**config.mk**
```make
export PLATFORM = sky130hd
export DESIGN_NAME = display_scan_mux_flat
export DESIGN_NICKNAME = d
export VERILOG_FILES = /design/src/rtl/display_scan_mux_pkg.sv /design/src/rtl/display_scan_mux_if.sv /design/src/rtl/display_scan_timer.sv /design/src/rtl/display_scan_mux.sv /design/src/flat_wrapper.sv
export SDC_FILE = /design/constraint.sdc
export NUM_CORES = 1
export LEC_CHECK = 0
export CAP_MARGIN = 0
export CORE_MARGIN = 10
export CORE_UTILIZATION = 38
export CTS_CLUSTER_DIAMETER = 150
export DETAILED_ROUTE_END_ITERATION = 6
export SETUP_SLACK_MARGIN = 0.1
export SYNTH_ARGS = -nofsm -noshare
export SYNTH_HDL_FRONTEND = slang
export SYNTH_HIERARCHICAL = 1
export SYNTH_SLANG_ARGS = --single-unit
export TNS_END_PERCENT = 10
```
**constraint.sdc**
```tcl
create_clock -name clk -period 2.7 [get_ports clk]
set_clock_uncertainty 0.15 [all_clocks]
set_input_delay 0.81 -clock clk [delete_from_list [all_inputs] [get_ports clk]]
set_output_delay 0.81 -clock clk [all_outputs]
set_load 0.03 [all_outputs]
```
**src/rtl/display_scan_mux_pkg.sv**
```systemverilog
// Shared types and digit codes for the scan mux and the downstream 7-segment decoder.
package display_pkg;

  typedef logic [3:0] digit_t;

  localparam digit_t DIGIT_MINUS = 4'd10;
  localparam digit_t DIGIT_BLANK = 4'd11;

  // Counter width for a modulus n, never narrower than one bit.
  function automatic int width_of(input int n);
    return (n > 1) ? $clog2(n) : 1;
  endfunction

endpackage

```
**src/rtl/display_scan_mux_if.sv**
```systemverilog
// Bus between the numeric formatter (master) and the scan mux (slave).
// load is a fire-and-forget strobe with no ready: the mux accepts it on every clk edge with rst_n high.
interface display_scan_mux_if
  import display_pkg::*;
#(
  parameter int NUM_DIGITS = 4
);

  logic                        load;
  logic [(NUM_DIGITS-1)*4-1:0] digits_in;
  logic                        neg;
  logic                        blank_lz;
  logic [NUM_DIGITS-1:0]       digit_sel;
  digit_t                      num;
  logic                        decimal;
  logic                        frame_done;

  modport master (
    output load, digits_in, neg, blank_lz,
    input  digit_sel, num, decimal, frame_done
  );

  modport slave (
    input  load, digits_in, neg, blank_lz,
    output digit_sel, num, decimal, frame_done
  );

endinterface

```
**src/rtl/display_scan_timer.sv**
```systemverilog
// Digit dwell prescaler and scan index; wrap marks the last tick of a frame.
module display_scan_timer
  import display_pkg::*;
#(
  parameter int SCAN_DIV   = 50000,
  parameter int NUM_DIGITS = 4
) (
  input  logic                            clk,
  input  logic                            rst_n,
  output logic [width_of(NUM_DIGITS)-1:0] idx,
  output logic                            tick,
  output logic                            wrap
);

  localparam int CW = width_of(SCAN_DIV);
  localparam int IW = width_of(NUM_DIGITS);

  logic [CW-1:0] cnt;

  assign tick = (cnt == CW'(SCAN_DIV - 1));
  assign wrap = tick && (idx == IW'(NUM_DIGITS - 1));

  always_ff @(posedge clk) begin
    if (!rst_n) begin
      cnt <= '0;
      idx <= '0;
    end else if (tick) begin
      cnt <= '0;
      idx <= wrap ? '0 : idx + IW'(1);
    end else begin
      cnt <= cnt + CW'(1);
    end
  end

endmodule

```
**src/rtl/display_scan_mux.sv**
```systemverilog
// N-digit 7-segment scan controller with frame-aligned double buffering,
// sign digit, fixed decimal point and optional leading-zero blanking.
module display_scan_mux
  import display_pkg::*;
#(
  parameter int NUM_DIGITS = 4,
  parameter int SCAN_DIV   = 50000,
  parameter int DP_POS     = 1
) (
  input  logic                     clk,
  input  logic                     rst_n,
  display_scan_mux_if.slave        bus
);

  localparam int IW    = width_of(NUM_DIGITS);
  localparam int MW    = (NUM_DIGITS - 1) * 4;
  localparam bit DP_EN = (DP_POS < NUM_DIGITS - 1);

  logic [IW-1:0] idx;
  logic          tick;
  logic          wrap;

  logic [MW-1:0] p_digits, a_digits;
  logic          p_neg, p_lz, p_valid;
  logic          a_neg, a_lz;
  logic          frame_done_q;

  display_scan_timer #(
    .SCAN_DIV   (SCAN_DIV),
    .NUM_DIGITS (NUM_DIGITS)
  ) u_timer (
    .clk   (clk),
    .rst_n (rst_n),
    .idx   (idx),
    .tick  (tick),
    .wrap  (wrap)
  );

  wrap_implies_tick: assert property (@(posedge clk) disable iff (!rst_n) wrap |-> tick);

  // A load coinciding with wrap bypasses the pending buffer so it is not delayed a whole frame.
  always_ff @(posedge clk) begin
    if (!rst_n) begin
      p_digits     <= '0;
      p_neg        <= 1'b0;
      p_lz         <= 1'b0;
      p_valid      <= 1'b0;
      a_digits     <= '0;
      a_neg        <= 1'b0;
      a_lz         <= 1'b0;
      frame_done_q <= 1'b0;
    end else begin
      frame_done_q <= wrap;
      if (wrap) begin
        if (bus.load) begin
          a_digits <= bus.digits_in;
          a_neg    <= bus.neg;
          a_lz     <= bus.blank_lz;
        end else if (p_valid) begin
          a_digits <= p_digits;
          a_neg    <= p_neg;
          a_lz     <= p_lz;
        end
        p_valid <= 1'b0;
      end else if (bus.load) begin
        p_digits <= bus.digits_in;
        p_neg    <= bus.neg;
        p_lz     <= bus.blank_lz;
        p_valid  <= 1'b1;
      end
    end
  end

  digit_t mag;
  logic   upper_zero;

  always_comb begin
    mag        = '0;
    upper_zero = 1'b1;
    // upper_zero: every magnitude digit from idx up to the top one is zero.
    for (int j = 0; j < NUM_DIGITS - 1; j++) begin
      if (idx == IW'(j)) mag = a_digits[4*j +: 4];
      if ((IW'(j) >= idx) && (a_digits[4*j +: 4] != 4'd0)) upper_zero = 1'b0;
    end
  end

  always_comb begin
    bus.digit_sel = NUM_DIGITS'(1) << idx;
    if (idx == IW'(NUM_DIGITS - 1)) begin
      bus.num = a_neg ? DIGIT_MINUS : DIGIT_BLANK;
    end else if (a_lz && (int'(idx) > DP_POS) && upper_zero) begin
      bus.num = DIGIT_BLANK;
    end else begin
      bus.num = mag;
    end
    bus.decimal    = DP_EN && (int'(idx) == DP_POS);
    bus.frame_done = frame_done_q;
  end

endmodule

```
**src/flat_wrapper.sv**
```systemverilog
// flat-port wrapper written by rule: the top's interface ports become plain ports
module display_scan_mux_flat import display_pkg::*;
#(
  parameter int NUM_DIGITS = 4,
  parameter int SCAN_DIV   = 50000,
  parameter int DP_POS     = 1
)
  (clk, rst_n, bus_load, bus_digits_in, bus_neg, bus_blank_lz, bus_digit_sel, bus_num, bus_decimal, bus_frame_done);
  display_scan_mux_if #(.NUM_DIGITS(NUM_DIGITS)) bus_i ();
  input  logic clk;
  input  logic rst_n;
  input wire logic [$bits(bus_i.load)-1:0] bus_load;
  input wire logic [$bits(bus_i.digits_in)-1:0] bus_digits_in;
  input wire logic [$bits(bus_i.neg)-1:0] bus_neg;
  input wire logic [$bits(bus_i.blank_lz)-1:0] bus_blank_lz;
  output wire logic [$bits(bus_i.digit_sel)-1:0] bus_digit_sel;
  output wire logic [$bits(bus_i.num)-1:0] bus_num;
  output wire logic [$bits(bus_i.decimal)-1:0] bus_decimal;
  output wire logic [$bits(bus_i.frame_done)-1:0] bus_frame_done;
  assign bus_i.load = bus_load;
  assign bus_i.digits_in = bus_digits_in;
  assign bus_i.neg = bus_neg;
  assign bus_i.blank_lz = bus_blank_lz;
  assign bus_digit_sel = bus_i.digit_sel;
  assign bus_num = bus_i.num;
  assign bus_decimal = bus_i.decimal;
  assign bus_frame_done = bus_i.frame_done;
  display_scan_mux #(.NUM_DIGITS(NUM_DIGITS), .SCAN_DIV(SCAN_DIV), .DP_POS(DP_POS)) u_core (.clk(clk), .rst_n(rst_n), .bus(bus_i));
endmodule
```
==> out/metrics.cfg <==
[timing]
tns_ns=0
drv_slew=0
worst_pin_slew_ns=0.3449
rsz0062_at_grt=yes
setup_viol=0
max_clock_freq_mhz=390.0
hold_viol_final=0
period_share_pct=94.96
maxSlewHeadroom_pct=76.80
finalWorstSetupSlack_ns=0.1360
post-route-min-period_ns=2.564

[placed_design]
dp_cells=341
port_buffers=26
place.gp.congestion=0.8415
post_dp_cell_area_mm2=0.002577
hpwl_um=3201
pre_cts_slack_ns=0.1271

[floorplanning]
fp-row-count=28
start_util_pct=38.86
ios=27
die_w_um=97.35
die-area_mm2=0.009476
core_area_mm2=0.005851
die_h_um=97.35

[yosys]
synthFlopType=dfxtp_1
synth_simple_gate_area_share_pct=23.23
synth_adder_area_share_pct=1.101
synth.avg_cell_area_um2=9.242
synth_top_family_by_area=simple AND/OR/NAND/NOR gates
synth_top_area_share_pct=42.27
synth_seq_cells=48
synthArstFlopShare_pct=0
synthCells=246
synth_edf_count=0
synth_compound_area_share_pct=13.32
synthXorXnorAreaFrac_pct=5.008
synth_mux_area_share_pct=8.476
synth_area_leaders=dfxtp_1 42%, nand2_1 8.3%, mux2i_1 7.5%, o211a_1 6.2%, xnor2_1 4.6%
yosys.area.top_type=dfxtp_1
synthDistinctLibCells=42
yosysSeqAreaShare_pct=42.27
synth-warning-count=6
synth_area_mm2=0.002273
synth_fp_nets=265

[flow_run]
cap_viol_max_count=0

[routing]
wl_per_cell_um=13.00
drt-initial-drc-count=74
totalWireLength_um=4537
drc=0
vias=1725
drtPass1Iterations=4
viasPerCell=4.943
ant_nets=0

[pwr]
p_per_area_mw_per_mm2=468.7
power_mw=1.245
peakVddDrop_uv=240.7
leakage_nw=1.176

[setup_path]
end_kind=output pin
path_class=register to output pin
cp-start-kind=register
path_cells=mux2_2 -> o22ai_1 -> nand2_1 -> clkdlybuf4s15_1
cp_max_fo=7
critical-path-max-stage-delay_ns=0.40
critPathSlowestCell=dfxtp_2
crit_required_ns=1.74
worstPathArrival_ns=1.60

[status]
status=finished, final reports clean

[layout]
fin_cells=349
drive_above_1_share_pct=9.854
fin_nets=292
syn2layout_area_growth_pct=16.84
final_area_mm2=0.002656
antenna_cells=0

[grt]
grt_pass1_vias=1596
grt.overflow.total=0
grtUsageTotal_pct=9.544
antenna_found_initial=0
grt_max_degree=33
grt_pass1_wl_um=7652

[clock_network]
clk_pin_slew_ns=0.09
cts_setup_buffers=0
cts.sinks=48
clkLatencyLatePin_ns=0.30
cts_tree=built
cts_inserted_buffers=5
ctsRootBufferMaster=clkbuf_8
clock_path_buffers=2
htree_levels=2

[min_path]
min_path_type=register to register

==> placed cells by master (no fill, tap or decap), drive strengths merged, types with 3 or more instances in the layout <==
cell type      count
inv                4
nand2b             3
nand2             50
a21boi            14
dfxtp             48
clkbuf             8
and2               3
xnor2             12
o211a             14
clkdlybuf4s50     17
nor4               5
buf               11
nand4              5
nor2b              4
dlygate4sd2        6
nor2              22
nand3              4
mux2i             17
==> cell usage after synthesis, types with 4 or more instances <==
master    number
o211a_1       14
nor2_1        22
inv_1          4
nor4_1         4
dfxtp_1       48
nor2b_1        4
buf_6          6
nand3_1        4
xnor2_1       12
nand2_1       50
mux2i_1       17
nand4_1        5
a21boi_0      13
clkbuf_1       4
==> stage by stage <==
step,utilization [%],hold WS [ns]
after floorplan,-,0.2794
after global placement,44.05,0.2918
after detailed placement,44.05,0.2991
after CTS,45.36,0.3117
after global routing,45.40,0.3357
final,45.40,0.3076
==> sequential cells by signal, indices dropped and copies added, names as in the netlist <==
register / count
u_core/p_lz: 1
u_core/p_valid: 1
u_core/p_digits: 12
u_core/a_digits: 12
u_core/bus.frame_done: 1
u_core/u_timer/idx: 2
u_core/p_neg: 1
u_core/u_timer/cnt: 16
u_core/a_neg: 1
u_core/a_lz: 1
==> logic make-up (layout without fill, tap and decap cells) <==
group	Yosys count	after routing
adder cells (fa/ha/maj)	2	2
AO/OA/AOI/OAI	37	37
flip-flops	48	48
buffers and inverters	20	48
AND/OR/NAND/NOR	107	107
multiplexers	19	19
XOR/XNOR	13	13
==> path summary, 6_finish.rpt <==
path,slack (ns),endpoint,cells past startpoint,startpoint
hold / removal,0.31,u_core/p_digits[5]$_SDFFE_PN0P_,2,u_core/p_digits[5]$_SDFFE_PN0P_
setup reg to reg,0.50,u_core/a_digits[0]$_SDFFE_PN0P_,7,u_core/u_timer/cnt[6]$_SDFF_PP0_
setup / recovery,0.14,bus_num[1],4,u_core/u_timer/idx[1]$_SDFFE_PN0N_
hold reg to reg,0.31,u_core/p_digits[5]$_SDFFE_PN0P_,2,u_core/p_digits[5]$_SDFFE_PN0P_
==> cell type report <==
class / instances / area (um2)
flip-flops and latches: 48 / 962.2
repair buffers: 36 / 332.8
clock inverters: 1 / 8.758
inverters: 4 / 15.01
clock buffers: 7 / 76.32
multi-input cells: 178 / 1167
fillers: 572 / 3194
well taps: 75 / 93.84
==> critical path: cells and delay by family (launching register included) <==
| kind | cells | cell delay [ns] |
|---|---|---|
| multiplexers | 1 | 0.34 |
| AO/OA/AOI/OAI | 1 | 0.13 |
| AND/OR/NAND/NOR | 1 | 0.09 |
| flip-flops | 1 | 0.40 |
| buffers and inverters | 1 | 0.35 |
==> per-layer routing <==
layer  track usage [%]  vias to the layer above  part of all wire, %
li1                  -                      893                    -
met1             13.09                      796                   53
met2             13.43                       30                   41
met3             2.987                        6                  4.7
met4             3.691                        0                  1.6
met5                 0                        -                    0
==> power breakdown <==
group / internal, mW / leakage, nW / switching [mW]
Clock: 0.185 / 0.0424 / 0.235
Combinational: 0.0485 / 0.743 / 0.0438
Sequential: 0.724 / 0.391 / 0.00913
==> repair_timing <==
| item | 4_1_cts | 5_1_grt |
|---|---|---|
| pin swaps | 0 | 0 |
| resized for setup | 9 | 4 |
| endpoints found under the setup margin | 8 | 3 |
| hold buffers | 0 | 0 |
No activity file was read; power rests on OpenSTA's default activity.
